`src/rtl/bus_xfer_ctl_if.sv`:
```
// -----------------------------------------------------------------------------
// bus_xfer_ctl_if
//
// Purpose:
//   Groups the request/handshake inputs and transceiver control outputs of
//   bus_xfer_ctl into one bundle.
//
// Signals:
//   req    transfer request (sampled only while the controller is idle)
//   rd     direction captured with req: 1 = receive from bus, 0 = transmit
//   src    transmit operand select captured with req: 0 = A, 1 = B
//   gnt    bus grant from the arbiter (transmit only)
//   rdack  consumer acknowledge of received data (receive only)
//   busy   high from accept until completion
//   done   one-clock completion pulse
//   drcp   transceiver data-register clock strobe, active high
//   sel    transceiver operand select, 0 = A, 1 = B
//   be_    transceiver bus-driver enable, active low
//   rle_   transceiver receive-latch enable, active low (low = transparent)
//   oe_    transceiver receive-output enable, active low
//
// Modports:
//   slave  : the controller side (takes requests, drives transceiver controls)
//   master : the requester / environment side
// -----------------------------------------------------------------------------
interface bus_xfer_ctl_if;
  logic req;
  logic rd;
  logic src;
  logic gnt;
  logic rdack;
  logic busy;
  logic done;
  logic drcp;
  logic sel;
  logic be_;
  logic rle_;
  logic oe_;

  modport slave (
    input  req, rd, src, gnt, rdack,
    output busy, done, drcp, sel, be_, rle_, oe_
  );

  modport master (
    output req, rd, src, gnt, rdack,
    input  busy, done, drcp, sel, be_, rle_, oe_
  );
endinterface

```
`src/rtl/bus_xfer_ctl.sv`:
```
// -----------------------------------------------------------------------------
// bus_xfer_ctl
//
// Purpose:
//   Sequences a bidirectional bus transceiver for one transfer at a time.
//   Transmit: strobe the operand into the data register, wait for the bus
//   grant, then drive the bus for SETTLE + HOLD consecutive granted clocks.
//   Losing the grant part-way restarts the whole drive window on regrant.
//   Receive: open the receive latch for SETTLE clocks, close it, then present
//   the latched data until the consumer acknowledges it.
//
// Parameters:
//   SETTLE  bus settle time in clocks, 1..15
//   HOLD    post-settle drive hold in clocks, 0..15 (0 skips the hold phase)
//
// Ports:
//   clk   single clock, all state changes on its rising edge
//   rst   asynchronous active-high reset
//   bus   bus_xfer_ctl_if.slave: req/rd/src/gnt/rdack in,
//         busy/done/drcp/sel/be_/rle_/oe_ out
//
// Every output comes straight from a flop, so no input reaches an output
// within the same clock. Output values are computed together with the next
// state, which makes them take effect on the edge that enters a state.
// -----------------------------------------------------------------------------
module bus_xfer_ctl #(
  parameter int SETTLE = 2,
  parameter int HOLD   = 1
) (
  input  logic           clk,
  input  logic           rst,
  bus_xfer_ctl_if.slave  bus
);

  localparam logic [3:0] SETTLE_C = 4'(SETTLE);
  localparam logic [3:0] HOLD_C   = 4'(HOLD);

  typedef enum logic [2:0] {
    S_IDLE,
    S_LOAD,
    S_WAITG,
    S_DRIVE,
    S_HOLD,
    S_OPEN,
    S_OUT
  } state_t;

  state_t     state_q, state_d;
  logic [3:0] cnt_q,   cnt_d;
  logic       busy_q,  busy_d;
  logic       done_q,  done_d;
  logic       drcp_q,  drcp_d;
  logic       sel_q,   sel_d;
  logic       be_n_q,  be_n_d;
  logic       rle_n_q, rle_n_d;
  logic       oe_n_q,  oe_n_d;

  // The counter holds the clocks remaining in the current phase, including
  // the clock that is in progress; a value of 1 (or less, defensively) marks
  // the last clock of the phase so it never wraps below zero.
  logic last_clk;
  assign last_clk = (cnt_q <= 4'd1);

  always_comb begin
    // Outputs default to their inactive levels; each state re-asserts what
    // it needs for the coming clock. busy and sel are sticky.
    state_d = state_q;
    cnt_d   = cnt_q;
    busy_d  = busy_q;
    done_d  = 1'b0;
    drcp_d  = 1'b0;
    sel_d   = sel_q;
    be_n_d  = 1'b1;
    rle_n_d = 1'b1;
    oe_n_d  = 1'b1;

    unique case (state_q)
      S_IDLE: begin
        // The idle clock after a completion is what keeps back-to-back
        // requests at least one clock apart; req is only looked at here.
        if (bus.req) begin
          busy_d = 1'b1;
          if (bus.rd) begin
            // Receive leaves sel untouched.
            state_d = S_OPEN;
            rle_n_d = 1'b0;
            cnt_d   = SETTLE_C;
          end else begin
            state_d = S_LOAD;
            drcp_d  = 1'b1;
            sel_d   = bus.src;
          end
        end
      end

      S_LOAD: begin
        // The strobe lasted exactly one clock; the driver stays off here so
        // drcp and an enabled driver never overlap.
        state_d = S_WAITG;
      end

      S_WAITG: begin
        if (bus.gnt) begin
          state_d = S_DRIVE;
          be_n_d  = 1'b0;
          cnt_d   = SETTLE_C;
        end
      end

      S_DRIVE: begin
        if (!bus.gnt) begin
          // Grant lost: release the bus and start over from the grant wait.
          state_d = S_WAITG;
          cnt_d   = 4'd0;
        end else if (last_clk) begin
          if (HOLD_C == 4'd0) begin
            state_d = S_IDLE;
            cnt_d   = 4'd0;
            busy_d  = 1'b0;
            done_d  = 1'b1;
          end else begin
            state_d = S_HOLD;
            be_n_d  = 1'b0;
            cnt_d   = HOLD_C;
          end
        end else begin
          be_n_d = 1'b0;
          cnt_d  = cnt_q - 4'd1;
        end
      end

      S_HOLD: begin
        if (!bus.gnt) begin
          state_d = S_WAITG;
          cnt_d   = 4'd0;
        end else if (last_clk) begin
          state_d = S_IDLE;
          cnt_d   = 4'd0;
          busy_d  = 1'b0;
          done_d  = 1'b1;
        end else begin
          be_n_d = 1'b0;
          cnt_d  = cnt_q - 4'd1;
        end
      end

      S_OPEN: begin
        if (last_clk) begin
          // Close the latch and present its contents in the same edge.
          state_d = S_OUT;
          oe_n_d  = 1'b0;
          cnt_d   = 4'd0;
        end else begin
          rle_n_d = 1'b0;
          cnt_d   = cnt_q - 4'd1;
        end
      end

      S_OUT: begin
        if (bus.rdack) begin
          state_d = S_IDLE;
          busy_d  = 1'b0;
          done_d  = 1'b1;
        end else begin
          oe_n_d = 1'b0;
        end
      end

      default: begin
        state_d = S_IDLE;
        cnt_d   = 4'd0;
        busy_d  = 1'b0;
      end
    endcase
  end

  always_ff @(posedge clk or posedge rst) begin
    if (rst) begin
      state_q <= S_IDLE;
      cnt_q   <= 4'd0;
      busy_q  <= 1'b0;
      done_q  <= 1'b0;
      drcp_q  <= 1'b0;
      sel_q   <= 1'b0;
      be_n_q  <= 1'b1;
      rle_n_q <= 1'b1;
      oe_n_q  <= 1'b1;
    end else begin
      state_q <= state_d;
      cnt_q   <= cnt_d;
      busy_q  <= busy_d;
      done_q  <= done_d;
      drcp_q  <= drcp_d;
      sel_q   <= sel_d;
      be_n_q  <= be_n_d;
      rle_n_q <= rle_n_d;
      oe_n_q  <= oe_n_d;
    end
  end

  assign bus.busy = busy_q;
  assign bus.done = done_q;
  assign bus.drcp = drcp_q;
  assign bus.sel  = sel_q;
  assign bus.be_  = be_n_q;
  assign bus.rle_ = rle_n_q;
  assign bus.oe_  = oe_n_q;

endmodule

```
`src/flat_wrapper.sv`:
```
// flat-port wrapper written by rule: the top's interface ports become plain ports
module bus_xfer_ctl_flat 
#(
  parameter int SETTLE = 2,
  parameter int HOLD   = 1
)
  (clk, rst, bus_req, bus_rd, bus_src, bus_gnt, bus_rdack, bus_busy, bus_done, bus_drcp, bus_sel, bus_be_, bus_rle_, bus_oe_);
  bus_xfer_ctl_if bus_i ();
  input  logic clk;
  input  logic rst;
  input wire logic [$bits(bus_i.req)-1:0] bus_req;
  input wire logic [$bits(bus_i.rd)-1:0] bus_rd;
  input wire logic [$bits(bus_i.src)-1:0] bus_src;
  input wire logic [$bits(bus_i.gnt)-1:0] bus_gnt;
  input wire logic [$bits(bus_i.rdack)-1:0] bus_rdack;
  output wire logic [$bits(bus_i.busy)-1:0] bus_busy;
  output wire logic [$bits(bus_i.done)-1:0] bus_done;
  output wire logic [$bits(bus_i.drcp)-1:0] bus_drcp;
  output wire logic [$bits(bus_i.sel)-1:0] bus_sel;
  output wire logic [$bits(bus_i.be_)-1:0] bus_be_;
  output wire logic [$bits(bus_i.rle_)-1:0] bus_rle_;
  output wire logic [$bits(bus_i.oe_)-1:0] bus_oe_;
  assign bus_i.req = bus_req;
  assign bus_i.rd = bus_rd;
  assign bus_i.src = bus_src;
  assign bus_i.gnt = bus_gnt;
  assign bus_i.rdack = bus_rdack;
  assign bus_busy = bus_i.busy;
  assign bus_done = bus_i.done;
  assign bus_drcp = bus_i.drcp;
  assign bus_sel = bus_i.sel;
  assign bus_be_ = bus_i.be_;
  assign bus_rle_ = bus_i.rle_;
  assign bus_oe_ = bus_i.oe_;
  bus_xfer_ctl #(.SETTLE(SETTLE), .HOLD(HOLD)) u_core (.clk(clk), .rst(rst), .bus(bus_i));
endmodule
```
`config.mk`:
```
export PLATFORM = sky130hd
export DESIGN_NAME = bus_xfer_ctl_flat
export DESIGN_NICKNAME = d
export VERILOG_FILES = /design/src/rtl/bus_xfer_ctl_if.sv /design/src/rtl/bus_xfer_ctl.sv /design/src/flat_wrapper.sv
export SDC_FILE = /design/constraint.sdc
export NUM_CORES = 1
export LEC_CHECK = 0
export BUFFER_PORTS_ARGS = -buffer_cell sky130_fd_sc_hd__clkbuf_2
export CORE_ASPECT_RATIO = 1.25
export CORE_MARGIN = 3
export CORE_UTILIZATION = 40
export DETAILED_ROUTE_END_ITERATION = 12
export PLACE_DENSITY = 0.58
export SYNTH_ARGS = -nofsm -noshare
export SYNTH_HDL_FRONTEND = slang
export SYNTH_SLANG_ARGS = --single-unit
```
`constraint.sdc`:
```
create_clock -name clk -period 2.4 [get_ports clk]
set_input_delay 0.48 -clock clk [delete_from_list [all_inputs] [get_ports clk]]
set_output_delay 0.48 -clock clk [all_outputs]
set_load 0.02 [all_outputs]
```
==> out/results.tsv <==
stage	metric	value	unit
grt	GRT Overall Usage	15.1	%
pwr	worst vdd ir	0.611	mV
pwr	Pleak	0.000446	uW
synthesis	Seq cells post-synth	14	
setup_path	WP data required	2.57	ns
timing	final worst-path cycle share	82.6	%
setup_path	CP max stage delay	0.49	ns
clock_network	H-tree depth	1	
clock_network	clk buf depth	2	
grt	number of global-route vias before repair	732	
timing	worst rel slew slack	62.7	%
drt	via count of the routed design	805	
floorplanning	die area	2940	um^2
clock_network	Reg clk slew, reported paths	0.09	ns
synthesis	post-synthesis cell count	100	
drt	Avg WL per Cell	13.9	um
pwr	pwr/cell area	1180	nW/um^2
synthesis	Mean Syn Cell Area	9.28	um^2
drt	post-route ant nets	0	
timing	min cycle time layout	1.98	ns
setup_path	Critical Path Start Type	flip-flop	
floorplanning	Rows	18	
clock_network	Root Buffer	clkbuf_4	
timing	Worst Tran Pin Value	0.559	ns
clock_network	post-CTS setup buffer count	0	
timing	RSZ-0062 raised after global routing	false	
outcome	status	complete, no violations	
clock_network	TritonCTS clock tree	yes	
synthesis	post-synthesis sequential area ratio	38.1	%
timing	WHS	0.215	ns
final_layout	area growth from synthesis to layout	8.89	%
timing	Fin Setup TNS	0	ns
floorplanning	I/O pins	14	
setup_path	crit path kind	reg -> reg	
timing	final setup fails	0	
synthesis	library cells used by synthesis	43	
place	dpl ws	0.466	ns
setup_path	R2R Path Start	u_core.cnt_q[0]	
drt	drt total wl	1930	um
drt	router iterations before antenna repair	6	
final_layout	nets	119	
setup_path	crit end category	flip-flop	
synthesis	post-synth net total	109	
place	HPWL Detailed	1380	um
final_layout	antenna diode count	0	
setup_path	cells along the critical path	inv_1, ha_1, or2_0, and3_4, mux2_2, and3_1	
final_layout	Final Core Density	48.3	%
setup_path	Worst Path Max Fanout	8	
hold_path	HP Class	in -> async	
drt	via-per-instance ratio	5.79	
place	IO buf count	13	
clock_network	TritonCTS Buffers	3	
drt	Initial DRC Count	32	
timing	setup ws final	0.419	ns
clock_network	Resized cells post-CTS	0	
place	gpl congestion	0.805	
floorplanning	Initial Utilization	44.3	%
flow_run	Max Cap Violations	0	
clock_network	clock sink count	14	
synthesis	mapped cell area	928	um^2
final_layout	layout cells sized above 1	25.7	%
timing	Slew Viols, Final	0	
grt	first-pass GRT wire length	3400	um
floorplanning	Core ar.	2090	um^2
setup_path	CP startpoint	u_core.cnt_q[0]	
floorplanning	Die X-Extent	49.1	um
grt	initial antenna violation count	0	
timing	Hold Fails Final Rpt	0	
clock_network	worst skew pair latency	0.28	ns
drt	DRC	0	
timing	Clock Skews	0.0111	ns
grt	largest net degree at the start of global routing	20	
synthesis	Yosys warnings	0	
setup_path	CP arrival	2.15	ns
clock_network	Hold Buf Count CTS	0	
grt	grt total ovfl	0	
setup_path	Crit-path slowest cell	dfrtp_1	
floorplanning	Die Y	59.9	um
timing	Peak Freq	505	MHz
[flip-flops by register name (all words and copies together), names as in the netlist]
signal and cells:
u_core.bus.rle_ 1, u_core.bus.oe_ 1, u_core.state_q 3, u_core.bus.drcp 1
u_core.bus.be_ 1, u_core.bus.sel 1, u_core.bus.busy 1, u_core.cnt_q 4
u_core.bus.done 1
[final cells by class]
type	instances	area (um^2)
clock buffer	4	26.3
fill	215	1080
inverter	6	22.5
multi-input combinational	72	505
sequential	14	354
tap	30	37.5
timing repair buffer	13	65.1
[where the power goes]
group	internal, uW	switching [uW]	total (uW)
combinational	247	347	593
clock	64.5	73.5	138
sequential	318	147	465
[cell usage after synthesis]
master,count,share of area (%)
a2111oi_2,1,1.6
a211o_1,1,0.94
a211oi_1,3,2.4
a21oi_1,3,1.6
a221o_1,1,1.1
a221oi_1,2,1.9
a31oi_1,3,2.0
a32o_1,1,1.1
and2_1,1,0.67
and3_1,1,0.67
and3_4,1,1.2
buf_2,7,3.8
buf_6,1,1.2
dfrtp_1,11,30
dfstp_2,3,8.5
ha_1,2,2.7
inv_1,6,2.4
mux2_1,1,1.2
mux2_2,1,1.2
nand2_1,6,2.4
nand2_2,1,0.67
nand2b_1,2,1.3
nand3_1,3,1.6
nand3b_1,4,3.2
nand4_1,1,0.67
nand4b_1,2,1.9
nor2_1,7,2.8
nor2_4,1,1.2
nor2b_1,2,1.3
nor3_1,3,1.6
nor3b_1,1,0.81
nor4_1,2,1.3
nor4b_4,1,2.6
o21ai_0,5,2.7
o21ai_1,1,0.54
o221a_2,1,1.2
o2bb2ai_1,1,0.94
o311ai_0,1,0.94
o31a_1,1,0.94
o41ai_1,1,0.94
or2_0,1,0.67
or2_2,1,0.67
or2_4,1,0.94
[routing by layer]
metal,global-route usage [%],routed length (um)
met1,19.4,918
met3,2.00,88
met5,0,0
met4,8.54,38
met2,24.5,887
[worst paths after layout]
check                             endpoint  slack (ns)  cells past startpoint
min                        u_core.cnt_q[0]        0.21                      2
min in group clk           u_core.bus.drcp        0.40                      2
max in group asynchronous   u_core.bus.oe_        1.80                      2
min reg2reg                 u_core.bus.sel        0.49                      1
max reg2reg                u_core.bus.done        0.42                      6
max                        u_core.bus.done        0.42                      6
[stage by stage]
| step | cells | power [uW] | cell area, um^2 |
|---|---|---|---|
| 2_1_floorplan | 100 | 947 | 928 |
| 3_3_place_gp | 135 | 1060 | 985 |
| 3_5_place_dp | 135 | 1060 | 985 |
| 4_1_cts | 139 | 1210 | 1010 |
| 5_1_grt | 139 | 1300 | 1010 |
| 6_report | 139 | 1200 | 1010 |
[critical path, delay by kind of cell, from the launching register on]
| kind | cells | cell delay (ns) |
|---|---|---|
| buffers and inverters | 1 | 0.08 |
| adders and majority gates | 1 | 0.22 |
| and+or+nand+nor | 3 | 0.82 |
| muxes | 1 | 0.25 |
| DFF | 1 | 0.49 |
[placed cells by master (no fill, tap or decap), types with 2 or more instances in the layout]
master / Yosys / layout
clkbuf_2: 0 / 13
dfrtp_1: 11 / 11
nor2_1: 7 / 7
nand2_1: 6 / 6
inv_1: 6 / 6
o21ai_0: 5 / 5
nand3b_1: 4 / 4
nand3_1: 3 / 3
nor3_1: 3 / 3
a21oi_1: 3 / 3
a211oi_1: 3 / 3
a31oi_1: 3 / 3
clkbuf_4: 0 / 3
dfstp_2: 3 / 3
nand4b_1: 2 / 2
nand2b_1: 2 / 2
nor2b_1: 2 / 2
nor4_1: 2 / 2
a221oi_1: 2 / 2
ha_1: 2 / 2
[cell families after synthesis]
family / share of synthesized area [%]
AOI/OAI and AO/OA: 20.9
adders and majority gates: 2.69
buffers and inverters: 7.41
DFF: 38.1
muxes: 2.43
and+or+nand+nor: 28.4
Power figures use the tool's default switching activity.
